===== src/rtl/idct_1d.sv =====
// idct_1d: 8-point 1D inverse DCT, 3-stage pipeline, Q8 cosine constants, valid/ready flow control.
// Ports:
//   clk, rst_n            clock (rising edge) and asynchronous active-low reset
//   in_valid, in_ready    input handshake; in_ready is the global pipeline enable
//   coef_in [8*IN_W]      coefficients X0..X7, Xk at [k*IN_W +: IN_W], signed
//   out_valid, out_ready  output handshake
//   samp_out [8*OUT_W]    samples x0..x7, xn at [n*OUT_W +: OUT_W], signed, saturated
module idct_1d #(
    parameter int IN_W  = 12,
    parameter int OUT_W = 9
) (
    input  logic                 clk,
    input  logic                 rst_n,
    input  logic                 in_valid,
    output logic                 in_ready,
    input  logic [8*IN_W-1:0]    coef_in,
    output logic                 out_valid,
    input  logic                 out_ready,
    output logic [8*OUT_W-1:0]   samp_out
);
    localparam int ACC_W = IN_W + 12;
    localparam logic signed [ACC_W-1:0] C2 = ACC_W'(237);
    localparam logic signed [ACC_W-1:0] C4 = ACC_W'(181);
    localparam logic signed [ACC_W-1:0] C6 = ACC_W'(98);
    // odd-tree constants c1, c3, c5, c7
    localparam logic signed [ACC_W-1:0] CO [4] = '{ACC_W'(251), ACC_W'(213), ACC_W'(142), ACC_W'(50)};
    localparam logic signed [ACC_W-1:0] HALF = ACC_W'(256);
    localparam logic signed [ACC_W-1:0] MAXV = ACC_W'(2**(OUT_W-1) - 1);
    localparam logic signed [ACC_W-1:0] MINV = ACC_W'(-(2**(OUT_W-1)));

    logic                    en, v1, v2, v3;
    logic signed [ACC_W-1:0] x  [8];
    logic signed [ACC_W-1:0] pe [6];
    logic signed [ACC_W-1:0] po [4][4];
    logic signed [ACC_W-1:0] e  [4];
    logic signed [ACC_W-1:0] o  [4];
    logic [8*OUT_W-1:0]      samp_d;

    // the whole pipeline freezes only when a finished vector is waiting downstream
    assign en        = !v3 || out_ready;
    assign in_ready  = en;
    assign out_valid = v3;

    for (genvar k = 0; k < 8; k++) begin : g_ext
        assign x[k] = ACC_W'($signed(coef_in[k*IN_W +: IN_W]));
    end

    function automatic logic [OUT_W-1:0] rnd_sat(input logic signed [ACC_W-1:0] a);
        logic signed [ACC_W-1:0] y;
        y = (a + HALF) >>> 9;
        return y > MAXV ? MAXV[OUT_W-1:0] : y < MINV ? MINV[OUT_W-1:0] : y[OUT_W-1:0];
    endfunction

    always_comb begin
        samp_d = '0;
        for (int n = 0; n < 4; n++) begin
            samp_d[n*OUT_W +: OUT_W]     = rnd_sat(e[n] + o[n]);
            samp_d[(7-n)*OUT_W +: OUT_W] = rnd_sat(e[n] - o[n]);
        end
    end

    always_ff @(posedge clk or negedge rst_n) begin
        if (!rst_n) begin
            v1       <= 1'b0;
            v2       <= 1'b0;
            v3       <= 1'b0;
            samp_out <= '0;
        end else if (en) begin
            v1       <= in_valid;
            v2       <= v1;
            v3       <= v2;
            samp_out <= samp_d;
        end
    end

    // datapath needs no reset: its contents only matter under a set valid bit
    always_ff @(posedge clk) begin
        if (en) begin
            pe[0] <= C4 * x[0];
            pe[1] <= C4 * x[4];
            pe[2] <= C2 * x[2];
            pe[3] <= C6 * x[2];
            pe[4] <= C2 * x[6];
            pe[5] <= C6 * x[6];
            // po[i][j] = c(2i+1) * X(2j+1)
            for (int i = 0; i < 4; i++)
                for (int j = 0; j < 4; j++)
                    po[i][j] <= CO[i] * x[2*j+1];
            e[0] <= pe[0] + pe[1] + pe[2] + pe[5];
            e[1] <= pe[0] - pe[1] + pe[3] - pe[4];
            e[2] <= pe[0] - pe[1] - pe[3] + pe[4];
            e[3] <= pe[0] + pe[1] - pe[2] - pe[5];
            o[0] <= po[0][0] + po[1][1] + po[2][2] + po[3][3];
            o[1] <= po[1][0] - po[3][1] - po[0][2] - po[2][3];
            o[2] <= po[2][0] - po[0][1] + po[3][2] + po[1][3];
            o[3] <= po[3][0] - po[2][1] + po[1][2] - po[0][3];
        end
    end
endmodule


===== config.mk =====
export PLATFORM = sky130hd
export DESIGN_NAME = idct_1d
export DESIGN_NICKNAME = d
export VERILOG_FILES = /design/src/rtl/idct_1d.sv
export SDC_FILE = /design/constraint.sdc
export NUM_CORES = 2
export LEC_CHECK = 0
export ABC_AREA = 0
export BUFFER_PORTS_ARGS = -buffer_cell sky130_fd_sc_hd__buf_4
export CAP_MARGIN = 0
export CORE_MARGIN = 5
export CORE_UTILIZATION = 65
export DETAILED_ROUTE_END_ITERATION = 12
export GPL_TIMING_DRIVEN = 0
export MAX_ROUTING_LAYER = met4
export PLACE_DENSITY = 0.83
export SLEW_MARGIN = 20
export SYNTH_ARGS = -nofsm -noshare
export SYNTH_HDL_FRONTEND = slang
export SYNTH_SLANG_ARGS = --single-unit

===== constraint.sdc =====
create_clock -name clk -period 27.5 [get_ports clk]
set_clock_uncertainty 0.15 [all_clocks]
set_input_delay 2.75 -clock clk [delete_from_list [all_inputs] [get_ports clk]]
set_output_delay 2.75 -clock clk [all_outputs]
set_load 0.02 [all_outputs]

==> summary.txt <==
Placed design
  – Placed Instances: 9768
  – IO Port Bufs: 173
  – Post-DP HPWL: 183 mm
  – Placed inst area: 0.0853 mm^2
  – RePlAce Congestion: 1.04

CTS
  – CTS tree: yes
  – Root Buffer: clkbuf_16
  – Clock Tree Buf Depth: 3
  – Cts hold-fix bufs: 0
  – H-Tree Depth: 3
  – Clock transition at path regs: 0.06 ns
  – CTS sink count: 683
  – Number of setup buffers added after CTS: 0
  – Worst-skew pair later-pin latency: 0.67 ns
  – CTS buffer count: 81
  – Post-cts sizing count: 0

Critical path
  – Worst path max stage delay: 0.60 ns
  – Slowest cell on crit path: clkbuf_1
  – Crit path max-delay family: buffers and inverters
  – Most common cell on crit path: clkbuf_1
  – Cell Chain, Critical Path: buf_4 -> nor2b_1 -> clkbuf_1 -> inv_1 -> clkbuf_1 -> clkbuf_1 -> buf_2 -> buf_12 -> buf_12 -> buf_4
  – Crit path capture type: output pin
  – Critical path launch point type: input port
  – Critical path arrival: 5.84 ns
  – Worst Setup Path Type: in -> out
  – Sum of buffers and inverters on the critical path: 9
  – Worst EP required: 24.60 ns
  – CP Max Fanout: 35

GRT
  – Largest net degree at the start of global routing: 76
  – Initial antenna violation count: 19
  – Wire length of the first global-routing pass: 335 mm
  – GRT Util Overall: 34.0%
  – Vias in the first global route: 60300
  – Overflow after GRT: 0

STA
  – Final slew viol count: 0
  – Setup-violating endpoint count in the final report: 0
  – Max Fclk: 114 MHz
  – RSZ-0062 raised after global routing: no
  – Final Hold Vio Count: 0
  – Final worst path period need: 8.74 ns
  – Rel. slew slack: 26.5%
  – Slew @ Worst Pin: 1.09 ns
  – Final period util: 31.8%

Die
  – Die Y: 364 um
  – Initial core utilization: 65.2%
  – Row cnt: 130
  – Chip Width: 364 um
  – Total core area: 0.125 mm^2
  – Top-level I/O count: 174
  – Die Area: 0.133 mm^2

Yosys
  – Synthesized area: 0.0815 mm^2
  – Synth Warn #: 0
  – Top cells by instance count after synthesis: inv_1, ha_1, fa_1
  – Cell count after synthesis: 7924
  – Syn_nets: 10300
  – Top-count cell post-synth: inv_1
  – Yosys top cell area share: 22.4%
  – Most used DFF post-synth: edfxtp_1
  – Post-synth ARST share: 11.0%
  – Post-synthesis sequential area ratio: 24.7%
  – Syn Area/Cell: 10.3 um^2
  – Largest cells by area after synthesis: ha_1, edfxtp_1, fa_1, inv_1, xnor2_1
  – Yosys top cell by area: ha_1
  – Post-synth cell types: 86
  – Post-synth EDFFs: 608
  – Yosys reg bits: 683

Drt
  – Antenna Nets Post-Route: 0
  – Drt initial violations: 5439
  – Post-Route WL: 217 mm
  – Routed via count: 58700
  – Vias per std cell: 5.91
  – Drt drc: 0
  – TritonRoute pass-1 iters: 6
  – WL per Instance: 21.9 um

Cells and area
  – Finished Core Util: 70.4%
  – Fillers: 8549
  – Nets: 10600
  – FF+latch area: 0.0201 mm^2
  – P&R area growth vs syn: 8.08%
  – Final instance area: 0.0881 mm^2
  – Non-filler cells, final: 9934
  – Share of layout cells above drive strength 1: 4.64%
  – Multi-input logic area: 0.0547 mm^2

Flow run
  – Max_cap viols: 0

Run status
  – Status: completed

Min path
  – Worst min-delay path class: reg -> reg
[flip-flops by register name (all words and copies together), names as in the netlist]
name       flops
po           300
pe           118
o             96
e             94
samp_out      72
out_valid      1
v1             1
v2             1
[worst register-to-register path, delay by kind of cell, from the launching register on]
family                   cells  cell delay (ns)
AND/OR/NAND/NOR              2             0.25
AO/OA/AOI/OAI               11             2.82
adder cells (fa/ha/maj)      3             1.32
buffers and inverters        1             0.06
flip-flops                   1             0.37
XOR/XNOR                     2             1.32
[metrics by stage]
stage | setup TNS, ns | hold WS (ns) | setup WS, ns
2_1_floorplan | 0 | 0.280 | 4.22
3_3_place_gp | -987.54 | 0.302 | -5.15
3_5_place_dp | 0 | 0.301 | 18.81
4_1_cts | 0 | 0.327 | 18.80
5_1_grt | 0 | 0.347 | 18.70
6_report | 0 | 0.337 | 18.76
[cell families (layout without fill, tap and decap cells)]
group | count (synthesis) | count (layout) | synth area share [%]
adders and majority gates | 2312 | 2312 | 43.3
buffers and inverters | 1790 | 2135 | 8.24
AOI/OAI and AO/OA | 1271 | 1271 | 9.98
and+or+nand+nor | 1270 | 1270 | 7.31
DFF | 683 | 683 | 24.7
xor gates and xnor gates | 580 | 580 | 6.23
muxes | 18 | 18 | 0.232
other | 0 | 15 | 0
[final timing paths]
| path | startpoint | endpoint | slack [ns] | cells after the start |
|---|---|---|---|---|
| worst min register to register | v1 | v1 | 0.34 | 2 |
| max in group asynchronous | rst_n | samp_out[52] | 24.49 | 1 |
| worst max register to register | pe[1][2] | e[1][23] | 20.88 | 19 |
| worst min-delay path | v1 | v1 | 0.34 | 2 |
| min in group asynchronous | rst_n | samp_out[58] | 2.06 | 1 |
| worst max-delay path | out_ready | in_ready | 18.76 | 10 |
[cell type report]
type / count / area share [%]
clock inverters: 50 / 0.544
clock buffers: 101 / 2.59
inverters: 1752 / 7.46
flip-flops and latches: 683 / 22.9
plain buffers: 38 / 0.163
well taps: 1650 / 2.34
multi-input cells: 5451 / 62.1
diodes: 15 / 0.0426
repair buffers: 194 / 1.94
[metal layers]
metal / vias to the layer above / global-route usage [%] / wire length (um)
met2: 2636 / 51.7 / 96600
met1: 28500 / 42.1 / 82400
li1: 26900 / - / -
met4: 0 / 20.6 / 16700
met5: - / - / 0
met3: 627 / 7.23 / 21500
[placed cells by master (no fill, tap or decap), types with 75 or more instances in the layout]
cell,instances
fa_1,850
buf_4,173
xor2_1,135
a21oi_1,380
nor2_1,443
edfxtp_1,608
clkbuf_16,89
xnor2_1,445
dfrtp_1,75
ha_1,1462
o21ai_0,287
nor3_1,113
a21o_1,117
nand3_1,96
inv_1,1749
nand2_1,292
Power is not shown: default switching activity piles up to over one toggle a cycle in this logic, so the estimate is an artifact.
